<file path="src/rtl/cp0_ctrl.sv">
// cp0_ctrl: coprocessor-0 exception/interrupt controller, evaluated on the
// M-stage instruction. Holds SR, Cause, EPC, PRId and a Count/Compare timer.
// Decides each cycle whether to take an interrupt or exception, and drives
// the pipeline flush request and the redirect target.
//
// Ports
//   clk      : system clock, all state on the rising edge
//   rst      : synchronous reset, active low
//   A1       : mfc0 read register number  -> DOut (combinational)
//   A2/DIn/we: mtc0 write port
//   pc, bd   : M-stage PC and branch-delay-slot flag
//   exc_code : M-stage exception code, 0 = none
//   hw_int   : level-sensitive external interrupt lines
//   eret     : M-stage instruction is eret
//   req      : flush and redirect this cycle
//   exc_pc   : redirect target (handler or return address)
//   exl      : current SR.EXL
module cp0_ctrl #(
  parameter logic [31:0] HANDLER_PC = 32'h0000_4180,
  parameter logic [31:0] PRID       = 32'h2023_0701
) (
  input  logic        clk,
  input  logic        rst,
  input  logic [4:0]  A1,
  input  logic [4:0]  A2,
  input  logic [31:0] DIn,
  input  logic        we,
  input  logic [31:0] pc,
  input  logic        bd,
  input  logic [4:0]  exc_code,
  input  logic [5:0]  hw_int,
  input  logic        eret,
  output logic [31:0] DOut,
  output logic        req,
  output logic [31:0] exc_pc,
  output logic        exl
);

  localparam logic [4:0] R_COUNT   = 5'd9;
  localparam logic [4:0] R_COMPARE = 5'd11;
  localparam logic [4:0] R_SR      = 5'd12;
  localparam logic [4:0] R_CAUSE   = 5'd13;
  localparam logic [4:0] R_EPC     = 5'd14;
  localparam logic [4:0] R_PRID    = 5'd15;

  logic [31:0] count_q, count_d;
  logic [31:0] compare_q, compare_d;
  logic [31:0] epc_q, epc_d;
  logic [5:0]  im_q, im_d;
  logic        exl_q, exl_d;
  logic        ie_q, ie_d;
  logic        bd_q, bd_d;
  logic [5:0]  ip_q, ip_d;
  logic [4:0]  exc_q, exc_d;
  logic        ti_q, ti_d;

  logic [5:0]  ip_live;
  logic        int_req;
  logic        exc_req;

  // The timer shares interrupt line 5 with the external source.
  assign ip_live = {hw_int[5] | ti_q, hw_int[4:0]};
  assign int_req = ie_q & ~exl_q & (|(im_q & ip_live));
  assign exc_req = (exc_code != 5'd0) & ~exl_q;
  assign req     = int_req | exc_req;
  assign exl     = exl_q;

  // Bypass a same-cycle mtc0 EPC so an eret right behind it returns correctly.
  always_comb begin
    if (req)                    exc_pc = HANDLER_PC;
    else if (we && A2 == R_EPC) exc_pc = DIn;
    else                        exc_pc = epc_q;
  end

  always_comb begin
    case (A1)
      R_COUNT:   DOut = count_q;
      R_COMPARE: DOut = compare_q;
      R_SR:      DOut = {16'b0, im_q, 8'b0, exl_q, ie_q};
      R_CAUSE:   DOut = {bd_q, 15'b0, ip_q, 3'b0, exc_q, 2'b0};
      R_EPC:     DOut = epc_q;
      R_PRID:    DOut = PRID;
      default:   DOut = 32'b0;
    endcase
  end

  always_comb begin
    count_d   = count_q + 32'd1;
    compare_d = compare_q;
    epc_d     = epc_q;
    im_d      = im_q;
    exl_d     = exl_q;
    ie_d      = ie_q;
    bd_d      = bd_q;
    exc_d     = exc_q;
    ip_d      = ip_live;
    ti_d      = ti_q | ((count_q == compare_q) && (compare_q != 32'd0));

    if (req) begin
      // Taking the trap discards any same-cycle mtc0 and eret.
      exl_d = 1'b1;
      bd_d  = bd;
      exc_d = int_req ? 5'd0 : exc_code;
      epc_d = bd ? (pc - 32'd4) : pc;
    end else begin
      if (we) begin
        case (A2)
          R_SR: begin
            im_d  = DIn[15:10];
            exl_d = DIn[1];
            ie_d  = DIn[0];
          end
          R_EPC:     epc_d = DIn;
          R_COUNT:   count_d = DIn;
          R_COMPARE: begin
            compare_d = DIn;
            ti_d      = 1'b0;
          end
          default: ;
        endcase
      end
      // eret takes precedence over an SR write to EXL in the same cycle.
      if (eret) exl_d = 1'b0;
    end
  end

  always_ff @(posedge clk) begin
    if (!rst) begin
      count_q   <= 32'b0;
      compare_q <= 32'b0;
      epc_q     <= 32'b0;
      im_q      <= 6'b0;
      exl_q     <= 1'b0;
      ie_q      <= 1'b0;
      bd_q      <= 1'b0;
      ip_q      <= 6'b0;
      exc_q     <= 5'b0;
      ti_q      <= 1'b0;
    end else begin
      count_q   <= count_d;
      compare_q <= compare_d;
      epc_q     <= epc_d;
      im_q      <= im_d;
      exl_q     <= exl_d;
      ie_q      <= ie_d;
      bd_q      <= bd_d;
      ip_q      <= ip_d;
      exc_q     <= exc_d;
      ti_q      <= ti_d;
    end
  end

endmodule
</file>
<file path="config.mk">
export PLATFORM = sky130hd
export DESIGN_NAME = cp0_ctrl
export DESIGN_NICKNAME = d
export VERILOG_FILES = /design/src/rtl/cp0_ctrl.sv
export SDC_FILE = /design/constraint.sdc
export NUM_CORES = 1
export LEC_CHECK = 0
export ABC_AREA = 0
export CAP_MARGIN = 20
export CELL_PAD_IN_SITES_DETAIL_PLACEMENT = 0
export CELL_PAD_IN_SITES_GLOBAL_PLACEMENT = 1
export CORE_ASPECT_RATIO = 0.5
export CORE_UTILIZATION = 38
export CTS_CLUSTER_SIZE = 14
export DETAILED_ROUTE_END_ITERATION = 10
export GPL_TIMING_DRIVEN = 0
export PLACE_DENSITY_LB_ADDON = 0.25
export SLEW_MARGIN = 0
export SYNTH_ARGS = -nofsm -noshare
export SYNTH_HDL_FRONTEND = slang
export SYNTH_SLANG_ARGS = --single-unit
</file>
<file path="constraint.sdc">
create_clock -name clk -period 3.2 [get_ports clk]
set_input_delay 0.64 -clock clk [delete_from_list [all_inputs] [get_ports clk]]
set_output_delay 0.64 -clock clk [all_outputs]
set_load 0.01 [all_outputs]
</file>
# Word-level counts from Yosys, hierarchy flattened
# Index checks and enable logic that the tools add are counted.
word_totals:
  mem_bits_ro: 0
  latch_bits: 0
  mem_bits_rw: 0
  reg_bits: 117
  output_inout_bits: 66
  n_memories: 0
  word_cells: 63
  input_bits: 90
classes:
  mux: 18
  eq_ne: 11
  n_lt_le_gt_ge: 0
  addsub: 2
  div_mod_pow: 0
  multipliers: 0
  shift: 0
  n_reduce_logical: 13
  bitwise_logic: 9
ops:
  columns: ["op", "count"]
  rows:
  - ["32-bit two-way mux", 9]
  - ["32-bit case mux with 6 select lines", 1]
  - ["5-bit by 4-bit equality test with 1-bit output, second input constant", 10]
  - ["32-bit by 1-bit adder with 32-bit output, second input constant", 1]
  - ["32-bit equality test", 1]
  - ["32-bit nonzero test", 1]
  - ["32-bit by 3-bit subtractor with 32-bit output, second input constant", 1]
  - ["1-bit two-way mux", 7]
  - ["6-bit bitwise AND", 1]
  - ["3-bit AND reduction", 2]
  - ["3-bit nonzero test", 2]
  - ["6-bit OR reduction", 1]
  - ["5-bit two-way mux", 1]
  - ["5-bit nonzero test", 1]
  - ["2-bit AND reduction", 2]
  - ["2-bit nonzero test", 2]
  - ["1-bit bitwise AND", 3]
  - ["1-bit bitwise OR", 3]
  - ["1-bit logical AND", 2]
  - ["1-bit inverter", 2]

# Depth between registers and ports, before layout
# Gate-level depths: netlist (run 1).
depth:
  ltp_word: 7
  ltp_mapped: 7
  depth_no_buf: 7

# Least setup slack after synthesis (run 1)
# Ideal clock, no wire load.
synth_timing:
  path_kind: "input to output"
  startpoint: "input port exc_code[0]"
  endpoint: "output port exc_pc[22]"
  path_buffers: 2
  path_stages: 7
  t_arrival_ps: 2143
  setup_slack_ps: 417
  required_ps: 2560
  cell_sequence: "nor3_1 > a21oi_1 > nor2_1 > inv_1 > clkbuf_1 > buf_2 > nor2_1"
synth_between:
  elab_chain_cells: 4
synth_lines:
  columns: ["element", "line_no", "source"]
  rows:
  - ["from (decl)", "30", "input logic [4:0] exc_code,"]
  - ["5-bit nonzero test", "64", "assign exc_req = (exc_code != 5'd0) & ~exl_q;"]
  - ["1-bit bitwise AND", "64", null]
  - ["1-bit bitwise OR", "65", "assign req = int_req | exc_req;"]
  - ["named net req", "34", "output logic req,"]
  - ["32-bit two-way mux", "70", "if (req) exc_pc = HANDLER_PC;"]
  - ["to (decl)", "35", "output logic [31:0] exc_pc,"]
# The timed path passes the listed nets, and every way through them passes these cells.

# Worst setup path in the final report (run 1)
layout_timing:
  startpoint: "input port hw_int[0]"
  endpoint: "register compare_q[28]"
layout_between:
  elab_chain_cells: 6
layout_lines:
  columns: ["element", "line_no", "source"]
  rows:
  - ["from (decl)", "31", "input logic [5:0] hw_int,"]
  - ["6-bit bitwise AND", "63", "assign int_req = ie_q & ~exl_q & (|(im_q & ip_live));"]
  - ["6-bit OR reduction", "63", null]
  - ["1-bit bitwise AND", "63", null]
  - ["1-bit bitwise OR", "65", null]
  - ["1-bit inverter (no line)", null, null]
  - ["3-bit AND reduction (no line)", null, null]
  - ["to (signal assigned)", "141", "compare_q <= compare_d;"]
  - ["to (decl)", "47", "logic [31:0] compare_q, compare_d;"]
# No other way between the ends.
# A chain may end at the register's enable or synchronous reset.

==> flow_metrics.py, run 1 <==
metrics = {
    "run_status": {
        "status": "finished, final reports clean",
    },
    "synth": {
        "synth-xor-area-share_pct": 10.2,
        "synth_top_area_share_pct": 32.8,
        "synth_top_family_by_area": "compound AO/OA/AOI/OAI gates",
        "yosys_warnings": 0,
        "synthSimpleGateAreaFrac_pct": 22.6,
        "syn_avg_cell_area_um2": 8.20,
        "syn-num-nets": 963,
        "synthAdderAreaFrac_pct": 0.350,
        "synthFlopType": "dfxtp_1",
        "syn_area_um2": 7140,
        "netlist_instances": 871,
        "yosysSeqAreaShare_pct": 32.8,
        "synth_area_leader_cell": "dfxtp_1",
        "synth_seq_cells": 117,
        "yosys-top-cells-area": "dfxtp_1 (33%), xor2_1 (6.9%), nand2_1 (6.6%)",
        "async_flop_share_pct": 0,
        "synth_edf_count": 0,
        "ys_types": 61,
        "synthMuxAreaShare_pct": 5.78,
        "synth_compound_area_share_pct": 23.0,
    },
    "clock_tree": {
        "clk_pin_slew_ns": 0.06,
        "cts-root-buf": "clkbuf_16",
        "cts_sinks": 117,
        "postCtsHoldBufs": 0,
        "cts_buffer_depth": 2,
        "clk_latency_ns": 0.42,
        "h-tree-depth": 4,
        "cts_tree": "done",
        "cts_made_buffers": 17,
    },
    "critical_path": {
        "slowest_delay_ns": 0.93,
        "endpoint_kind": "flip-flop",
        "cp_data_required_time_ns": 3.53,
        "cp.arrival_ns": 3.53,
        "startpoint_type": "input port",
        "cpMaxStageDelayCell": "nor4_2",
        "path_delay_family": "buffers and inverters",
        "crit_fanout": 10,
        "worstPathCellList": "clkdlybuf4s50_1 -> a22oi_2 -> a311oi_2 -> buf_4 -> nor4_2 -> clkbuf_1 -> nand2_1 -> a21boi_0",
        "cp.buffers_inverters": 3,
        "critPathKind": "input port to flip-flop",
    },
    "power_and_ir_drop": {
        "cellPowerDensity_nw_per_um2": 402,
        "power.leakage_nw": 4.13,
        "total_power_mw": 3.98,
        "ir_drop_mv": 0.392,
    },
    "placement": {
        "gp_congestion": 0.961,
        "io_buffers": 153,
        "dp_hpwl_um": 22800,
        "dp_slack_ns": -1.17,
    },
    "detailed_routing": {
        "routed_via_density": 5.81,
        "wl_per_cell_um": 22.2,
        "vias": 7598,
        "drt_first_pass_iters": 5,
        "ant_nets": 0,
        "routed_wl_um": 29000,
        "drc": 0,
        "drt_iter0_drc": 659,
    },
    "timing": {
        "timing.fmax_mhz": 313,
        "finalCriticalPeriod_ns": 3.20,
        "tightest_slew_ns": 1.11,
        "drv_slew": 0,
        "setup_violations": 0,
        "period_share_pct": 99.9,
        "max_slew_margin_pct": 25.2,
        "hold_viol_final": 0,
        "finClkSkew_ns": 0.00769,
        "fin_ws_ns": 0.00250,
    },
    "floorplan": {
        "rows": 35,
        "start_util_pct": 38.8,
        "die_x_um": 196,
        "dieArea_um2": 19400,
        "core_um2": 18400,
        "ioPinCount": 156,
        "die_h_um": 98.9,
    },
    "global_route": {
        "antenna_found_initial": 0,
        "grt_usage_pct": 30.0,
        "grt_pass1_wl_um": 43100,
        "overflow": 0,
        "grt_max_degree": 17,
        "grt_pass1_vias": 6979,
    },
    "final_layout": {
        "syn_to_final_growth_pct": 38.5,
        "fill_cells": 1788,
        "nNetsFinal": 1151,
        "final_common_cell": "nand2_1",
        "n_antenna_cell": 0,
        "drive_above_1_share_pct": 13.6,
        "layout_common_cells": "nand2_1 (126), dfxtp_1 (117), clkdlybuf4s50_1 (79), xor2_1 (56), nor2_1 (55)",
    },
    "worst_hold_path": {
        "hold_path_class": "flip-flop to flip-flop",
    },
    "run": {
        "drv_cap": 0,
    },
}
[logic make-up (layout without fill, tap and decap cells)]
group,after synthesis,count (layout)
buffers and inverters,82,279
AOI/OAI and AO/OA,222,222
muxes,41,41
xor gates and xnor gates,83,83
and+or+nand+nor,324,324
DFF,117,117
adders and majority gates,2,2
[Yosys cell counts, types with 14 or more instances]
cell type and n:
a21boi_0 24, a21oi_1 31, a22o_1 35, clkbuf_1 50, dfxtp_1 117, mux2i_1 39, nand2_1 126, nand3_1 20
nor2_1 66, nor3_1 19, nor4_1 30, o211a_1 27, o21a_1 14, o21ai_0 34, xnor2_1 27, xor2_1 56
[final timing paths]
kind / startpoint / end / slack [ns] / cells after the start
setup / recovery: hw_int[0] / compare_q[28]$_SDFFE_PN0P_ / 0.003 / 8
hold / removal: im_q[3]$_SDFFE_PN0P_ / im_q[3]$_SDFFE_PN0P_ / 0.49 / 2
setup reg to reg: im_q[1]$_SDFFE_PN0P_ / compare_q[28]$_SDFFE_PN0P_ / 0.22 / 7
hold reg to reg: im_q[3]$_SDFFE_PN0P_ / im_q[3]$_SDFFE_PN0P_ / 0.49 / 2
[state kept, by name, indices dropped and copies added, names as in the netlist]
name	flops
exl	1
ti_q	1
bd_q	1
compare_q	32
exc_q	5
ip_q	6
epc_q	32
count_q	32
ie_q	1
im_q	6
[report_power, final]
group          total [mW]  switching (mW)  internal [mW]
logic               0.629           0.337          0.292
clock network        1.79           0.684           1.10
registers            1.56          0.0481           1.51
[through the flow]
stage	std cells	TNS, ns	hold WS [ns]	area (µm²)	util (%)
after floorplan	871	0	0.441	7140	-
after global placement	1264	-79.20	0.474	8970	48.8
after detailed placement	1264	-71.16	0.481	8980	48.8
after CTS	1301	-0.0147	0.489	9760	53.1
after global routing	1308	-0.0185	0.500	9900	53.8
final	1308	0	0.486	9900	53.8
[worst register-to-register path, cell delays in order, from the launching register on]
cell and delay (ns):
dfxtp_1 0.33, a222oi_1 0.37, a311oi_2 0.20, buf_4 0.19, nor4_2 0.93, clkbuf_1 0.57, nand2_1 0.11, a21boi_0 0.19
[timing repair]
action	in CTS	in global routing
setup endpoints to repair	65	60
endpoints found under the hold margin	0	0
buffers inserted	10	7
resized for setup	176	43
pin swaps	10	5
[cell type report]
type	count	area, µm²	share of cell area [%]
buffer	73	494	4.99
multi-input combinational	672	4590	46.4
tap	240	300	3.03
inverter	8	30.0	0.303
clock inverter	6	55.1	0.556
sequential	117	2340	23.7
clock buffer	22	474	4.79
timing repair buffer	170	1610	16.2
[routing by layer]
layer | up-vias | global-route usage, % | routed length [µm]
met2 | 346 | 43.1 | 11900
met1 | 3675 | 44.7 | 14100
met5 | - | 0 | 0
met4 | 0 | 7.63 | 497
met3 | 34 | 6.74 | 2550
li1 | 3543 | - | -
(Power assumes the default switching activity.)
==> inputs of run 2 (changes only) <==
--- a/config.mk
+++ b/config.mk
@@ -10,10 +10,11 @@
 export CELL_PAD_IN_SITES_DETAIL_PLACEMENT = 0
 export CELL_PAD_IN_SITES_GLOBAL_PLACEMENT = 1
 export CORE_ASPECT_RATIO = 0.5
-export CORE_UTILIZATION = 38
+export CORE_UTILIZATION = 39
+export CTS_BUF_LIST = sky130_fd_sc_hd__clkbuf_4 sky130_fd_sc_hd__clkbuf_8
 export CTS_CLUSTER_SIZE = 14
 export DETAILED_ROUTE_END_ITERATION = 10
-export GPL_TIMING_DRIVEN = 0
+export GPL_TIMING_DRIVEN = 1
 export PLACE_DENSITY_LB_ADDON = 0.25
 export SLEW_MARGIN = 0
 export SYNTH_ARGS = -nofsm -noshare
==> flow_metrics.py, run 2 (synthesis gave the netlist of run 1 again) <==
metrics = {
    "run_status": {
        "status": "finished, violations left",
        "failed_checks": "DRC, setup timing",
    },
    "final_layout": {
        "n_antenna_cell": 0,
        "top_regs": "compare_q: 32 flops, count_q: 32 flops, epc_q: 32 flops",
        "layout_common_cells": "nand2_1 (126), dfxtp_1 (117), clkdlybuf4s50_1 (93), nor2_1 (61), xor2_1 (56)",
        "fill_cells": 1639,
        "drive_above_1_share_pct": 11.4,
        "syn_to_final_growth_pct": 36.2,
        "nNetsFinal": 1121,
        "final_common_cell": "nand2_1",
        "fin_util_pct": 55.1,
    },
    "critical_path": {
        "slowest_delay_ns": 0.57,
        "crit_top_cell": "clkdlybuf4s50_1",
        "crit_fanout": 25,
        "reg2reg_to": "count_q[17]$_SDFF_PN0_",
        "critPathKind": "input port to output port",
        "startpoint_type": "input port",
        "cp_data_required_time_ns": 2.56,
        "endpoint_kind": "output port",
        "worstPathCellList": "clkdlybuf4s50_1 -> a222oi_1 -> a311oi_2 -> nor2_4 -> inv_1 -> buf_12 -> nor2_1 -> clkdlybuf4s50_1",
        "cp.arrival_ns": 2.80,
        "cpMaxStageDelayCell": "clkdlybuf4s50_1",
        "ff2ff_path_depth": 8,
        "regToRegSetupSlack_ns": 0.79,
        "startpoint": "hw_int[3]",
        "r2r-start": "im_q[3]$_SDFFE_PN0P_",
    },
    "timing": {
        "timing.fmax_mhz": 291,
        "drv_slew": 0,
        "period_share_pct": 108,
        "finClkSkew_ns": 0.0111,
        "fin_ws_ns": -0.242,
        "tightest_slew_ns": 0.652,
        "hold_viol_final": 0,
        "setup_violations": 6,
        "max_slew_margin_pct": 56.1,
        "finalCriticalPeriod_ns": 3.44,
        "rsz0062_at_grt": "true",
    },
    "power_and_ir_drop": {
        "total_power_mw": 3.70,
        "power.leakage_nw": 4.39,
        "cellPowerDensity_nw_per_um2": 380,
        "ir_drop_mv": 0.251,
    },
    "floorplan": {
        "ioPinCount": 156,
        "start_util_pct": 40.5,
        "core_um2": 17700,
        "die_x_um": 193,
        "dieArea_um2": 18900,
        "die_h_um": 97.7,
        "rows": 34,
    },
    "clock_tree": {
        "cts_buffer_depth": 2,
        "cts_sinks": 117,
        "cts_made_buffers": 17,
        "cts-root-buf": "clkbuf_8",
        "clk_latency_ns": 0.44,
        "cts_tree": "done",
        "clk_pin_slew_ns": 0.07,
        "postCtsHoldBufs": 0,
        "h-tree-depth": 4,
    },
    "placement": {
        "gp_congestion": 0.899,
        "io_buffers": 155,
        "dp_hpwl_um": 18700,
    },
    "detailed_routing": {
        "ant_nets": 0,
        "routed_wl_um": 25000,
        "drc": 10,
        "drt_first_pass_iters": 11,
        "drt_iter0_drc": 585,
        "wl_per_cell_um": 19.6,
        "routed_via_density": 5.74,
        "vias": 7320,
    },
    "global_route": {
        "grt_pass1_vias": 6942,
        "grt_pass1_wl_um": 38700,
        "overflow": 0,
        "grt_max_degree": 120,
        "grt_usage_pct": 26.4,
        "antenna_found_initial": 0,
    },
    "run": {
        "drv_cap": 0,
    },
    "worst_hold_path": {
        "hold_depth": 2,
        "min-delay-start": "im_q[5]$_SDFFE_PN0P_",
        "hold_path_class": "flip-flop to flip-flop",
        "hold_end": "im_q[5]$_SDFFE_PN0P_",
    },
}
run 2: cell types whose count changed in the layout (fill, tap and decap cells not counted), moves of 11 or more:
cell	before	now
buf_4	17	46
clkbuf_1	33	0
clkbuf_16	18	0
clkbuf_2	15	4
clkbuf_8	8	19
clkdlybuf4s50_1	79	93
dlygate4sd2_1	43	25
dlymetal6s2s_1	7	28
run 2: report_power, final:
part,switching [mW],total (mW),internal [mW]
logic,0.300,0.605,0.306
registers,0.0460,1.56,1.51
clock network,0.651,1.54,0.886
total,0.997,3.70,2.70
run 2: layout make-up:
type | instances | area [µm²] | share of cell area (%)
well taps | 234 | 293 | 3.01
flip-flops and latches | 117 | 2340 | 24.1
multi-input cells | 672 | 4500 | 46.2
clock buffers | 19 | 262 | 2.69
inverters | 8 | 30.0 | 0.309
clock inverters | 12 | 178 | 1.83
repair buffers | 213 | 2130 | 21.9
run 2: how the worst max path moves through the flow:
stage | endpoint | slack [ns] | cells past startpoint
floorplan | exc_pc[22] | 0.42 | 7
global placement | DOut[31] | -0.25 | 6
detailed placement | DOut[2] | -0.25 | 7
CTS | exc_pc[12] | -0.25 | 8
global route | exc_pc[13] | -0.33 | 8
finish | exc_pc[13] | -0.24 | 8
run 2: metal layers:
layer	share of wire [%]	vias to the layer above	GRT usage (%)
li1	-	3475	-
met1	46	3532	36.9
met2	44	271	40.4
met3	7.6	42	4.93
met4	2.5	0	9.23
met5	0	-	0
run 2: what timing repair did:
action	CTS	global route
setup endpoints to repair	65	42
buffers inserted	2	1
pin swaps	1	2
gates resized for setup	42	42
cloned	1	0
run 2: worst max-delay path: cells and delay by family:
kind	cells	cell delay, ns
buf+inv	4	1.27
simple gates	2	0.30
compound gates	2	0.59
run 2: through the flow:
| step | cell area, µm² | hold slack, ns | worst slack [ns] | instances | TNS [ns] |
|---|---|---|---|---|---|
| after floorplan | 7140 | 0.441 | 0.417 | 871 | 0 |
| after global placement | 9200 | 0.466 | -0.249 | 1240 | -8.78 |
| after detailed placement | 9200 | 0.460 | -0.250 | 1240 | -11.25 |
| after CTS | 9650 | 0.472 | -0.248 | 1274 | -6.59 |
| after global routing | 9730 | 0.489 | -0.326 | 1275 | -1.32 |
| final | 9730 | 0.471 | -0.242 | 1275 | -0.804 |
==> inputs of run 3 (changes only) <==
--- a/config.mk
+++ b/config.mk
@@ -10,7 +10,7 @@
 export CELL_PAD_IN_SITES_DETAIL_PLACEMENT = 0
 export CELL_PAD_IN_SITES_GLOBAL_PLACEMENT = 1
 export CORE_ASPECT_RATIO = 0.5
-export CORE_UTILIZATION = 39
+export CORE_UTILIZATION = 42
 export CTS_BUF_LIST = sky130_fd_sc_hd__clkbuf_4 sky130_fd_sc_hd__clkbuf_8
 export CTS_CLUSTER_SIZE = 14
 export DETAILED_ROUTE_END_ITERATION = 10
==> constraint.sdc (replaced) <==
create_clock -name clk -period 4.3 [get_ports clk]
set_input_delay 0.86 -clock clk [delete_from_list [all_inputs] [get_ports clk]]
set_output_delay 0.86 -clock clk [all_outputs]
set_load 0.1 [all_outputs]
==> flow_metrics.py, run 3 (synthesis gave the netlist of run 1 again) <==
metrics = {
    "critical_path": {
        "r2r-start": "count_q[0]$_SDFF_PN0_",
        "ff2ff_path_depth": 5,
        "crit_fanout": 45,
        "startpoint_type": "input port",
        "reg2reg_to": "count_q[30]$_SDFF_PN0_",
        "cp.arrival_ns": 2.91,
        "critPathKind": "input port to output port",
        "endpoint_kind": "output port",
        "regToRegSetupSlack_ns": 1.96,
        "cp_data_required_time_ns": 3.44,
    },
    "floorplan": {
        "rows": 33,
        "core_um2": 16500,
        "ioPinCount": 156,
        "die_h_um": 94.2,
        "start_util_pct": 43.3,
        "die_x_um": 186,
        "dieArea_um2": 17600,
    },
    "timing": {
        "hold_viol_final": 0,
        "fin_ws_ns": 0.526,
        "hold_slack_ns": 0.486,
        "setup_violations": 0,
        "rsz0062_at_grt": "false",
        "max_slew_margin_pct": 28.2,
        "finClkSkew_ns": 0.0139,
        "finalCriticalPeriod_ns": 3.77,
        "drv_slew": 0,
        "tns_ns": 0,
        "tightest_slew_ns": 1.08,
        "timing.fmax_mhz": 265,
        "period_share_pct": 87.8,
    },
    "global_route": {
        "overflow": 0,
        "antenna_found_initial": 1,
        "grt_pass1_wl_um": 37800,
        "grt_max_degree": 64,
        "grt_pass1_vias": 6598,
        "grt_usage_pct": 28.0,
    },
    "worst_hold_path": {
        "min-delay-start": "bd_q$_SDFFE_PN0N_",
        "hold_path_class": "flip-flop to flip-flop",
        "hold_depth": 2,
        "hold_end": "bd_q$_SDFFE_PN0N_",
    },
    "detailed_routing": {
        "ant_nets": 0,
        "drt_first_pass_iters": 5,
        "drc": 0,
        "routed_wl_um": 24300,
        "routed_via_density": 5.84,
        "vias": 7164,
        "drt_iter0_drc": 582,
        "wl_per_cell_um": 19.8,
    },
    "power_and_ir_drop": {
        "ir_drop_mv": 0.174,
        "power.leakage_nw": 3.89,
        "total_power_mw": 2.89,
        "cellPowerDensity_nw_per_um2": 291,
    },
    "clock_tree": {
        "clk_pin_slew_ns": 0.07,
        "h-tree-depth": 4,
        "postCtsHoldBufs": 0,
        "cts_buffer_depth": 2,
        "cts_made_buffers": 17,
        "ctsResizeCount": 0,
        "cts_setup_buffers": 0,
        "cts_tree": "done",
        "clk_latency_ns": 0.44,
        "cts_sinks": 117,
        "cts-root-buf": "clkbuf_8",
    },
    "placement": {
        "gp_congestion": 0.929,
        "io_buffers": 155,
        "dp_hpwl_um": 18200,
        "dp_slack_ns": 0.171,
        "dp.cells": 1195,
    },
    "final_layout": {
        "syn_to_final_growth_pct": 39.1,
        "fill_cells": 1454,
        "drive_above_1_share_pct": 14.2,
        "n_antenna_cell": 0,
        "top_regs": "compare_q: 32 flops, count_q: 32 flops, epc_q: 32 flops",
        "layout_common_cells": "nand2_1 (126), dfxtp_1 (117), clkdlybuf4s50_1 (88), buf_12 (70), nor2_1 (63)",
        "nNetsFinal": 1081,
        "final_common_cell": "nand2_1",
        "layout.cells.non_filler": 1227,
    },
    "run_status": {
        "status": "finished, final reports clean",
    },
    "run": {
        "drv_cap": 0,
    },
}
-- run 3: cell types whose count changed in the layout (fill, tap and decap cells not counted), sizes merged --
cell	previous run	this run
inv	9	8
buf	60	84
dlymetal6s2s	28	0
clkdlybuf4s50	93	88
clkinvlp	4	2
clkinv	3	5
clkbuf	23	22
bufinv	4	2
dlygate4sd2	25	0
clkdlybuf4s15	3	0
-- run 3: how the worst max path moves through the flow --
stage / cells past startpoint / to / startpoint / slack (ns)
3_3_place_gp: 8 / exc_pc[4] / hw_int[3] / 0.26
4_1_cts: 8 / exc_pc[2] / hw_int[3] / 0.14
6_report: 7 / DOut[19] / A1[2] / 0.53
5_1_grt: 8 / exc_pc[2] / hw_int[3] / 0.36
3_5_place_dp: 8 / exc_pc[2] / hw_int[3] / 0.17
2_1_floorplan: 6 / exc_pc[22] / exl$_SDFFE_PN0P_ / -0.11
-- run 3: per-layer routing --
metal  GRT usage [%]  wire length [µm]  vias up
met4            4.82               168        2
met5               0                13        -
met3            6.16              1710       17
met1            38.6             11200     3476
li1                -                 -     3397
met2            45.1             11300      272
-- run 3: area by class of cell --
class | count | area, µm² | area share (%)
timing repair buffer | 173 | 2390 | 24.0
multi-input combinational | 672 | 4500 | 45.3
sequential | 117 | 2340 | 23.6
clock buffer | 21 | 283 | 2.85
clock inverter | 9 | 104 | 1.05
inverter | 8 | 30.0 | 0.302
tap | 227 | 284 | 2.86
-- run 3: where the power goes --
part / internal (mW) / leakage (nW) / switching [mW]
sequential: 1.12 / 0.955 / 0.0353
clock: 0.558 / 0.197 / 0.471
combinational: 0.274 / 2.74 / 0.428
total: 1.96 / 3.89 / 0.934
-- run 3: per-stage QoR --
stage                     cell area, µm²  utilization, %
after floorplan                     7180               -
after global placement              9520            57.7
after detailed placement            9520            57.7
after CTS                           9910            60.0
after global routing                9930            60.2
final                               9930            60.2
-- run 3: worst max-delay path, stage by stage --
cell and delay (ns):
clkdlybuf4s50_1 0.51, nor4bb_4 0.36, buf_12 0.27, nor2b_1 0.16, buf_4 0.26, a22o_1 0.28
buf_12 0.20
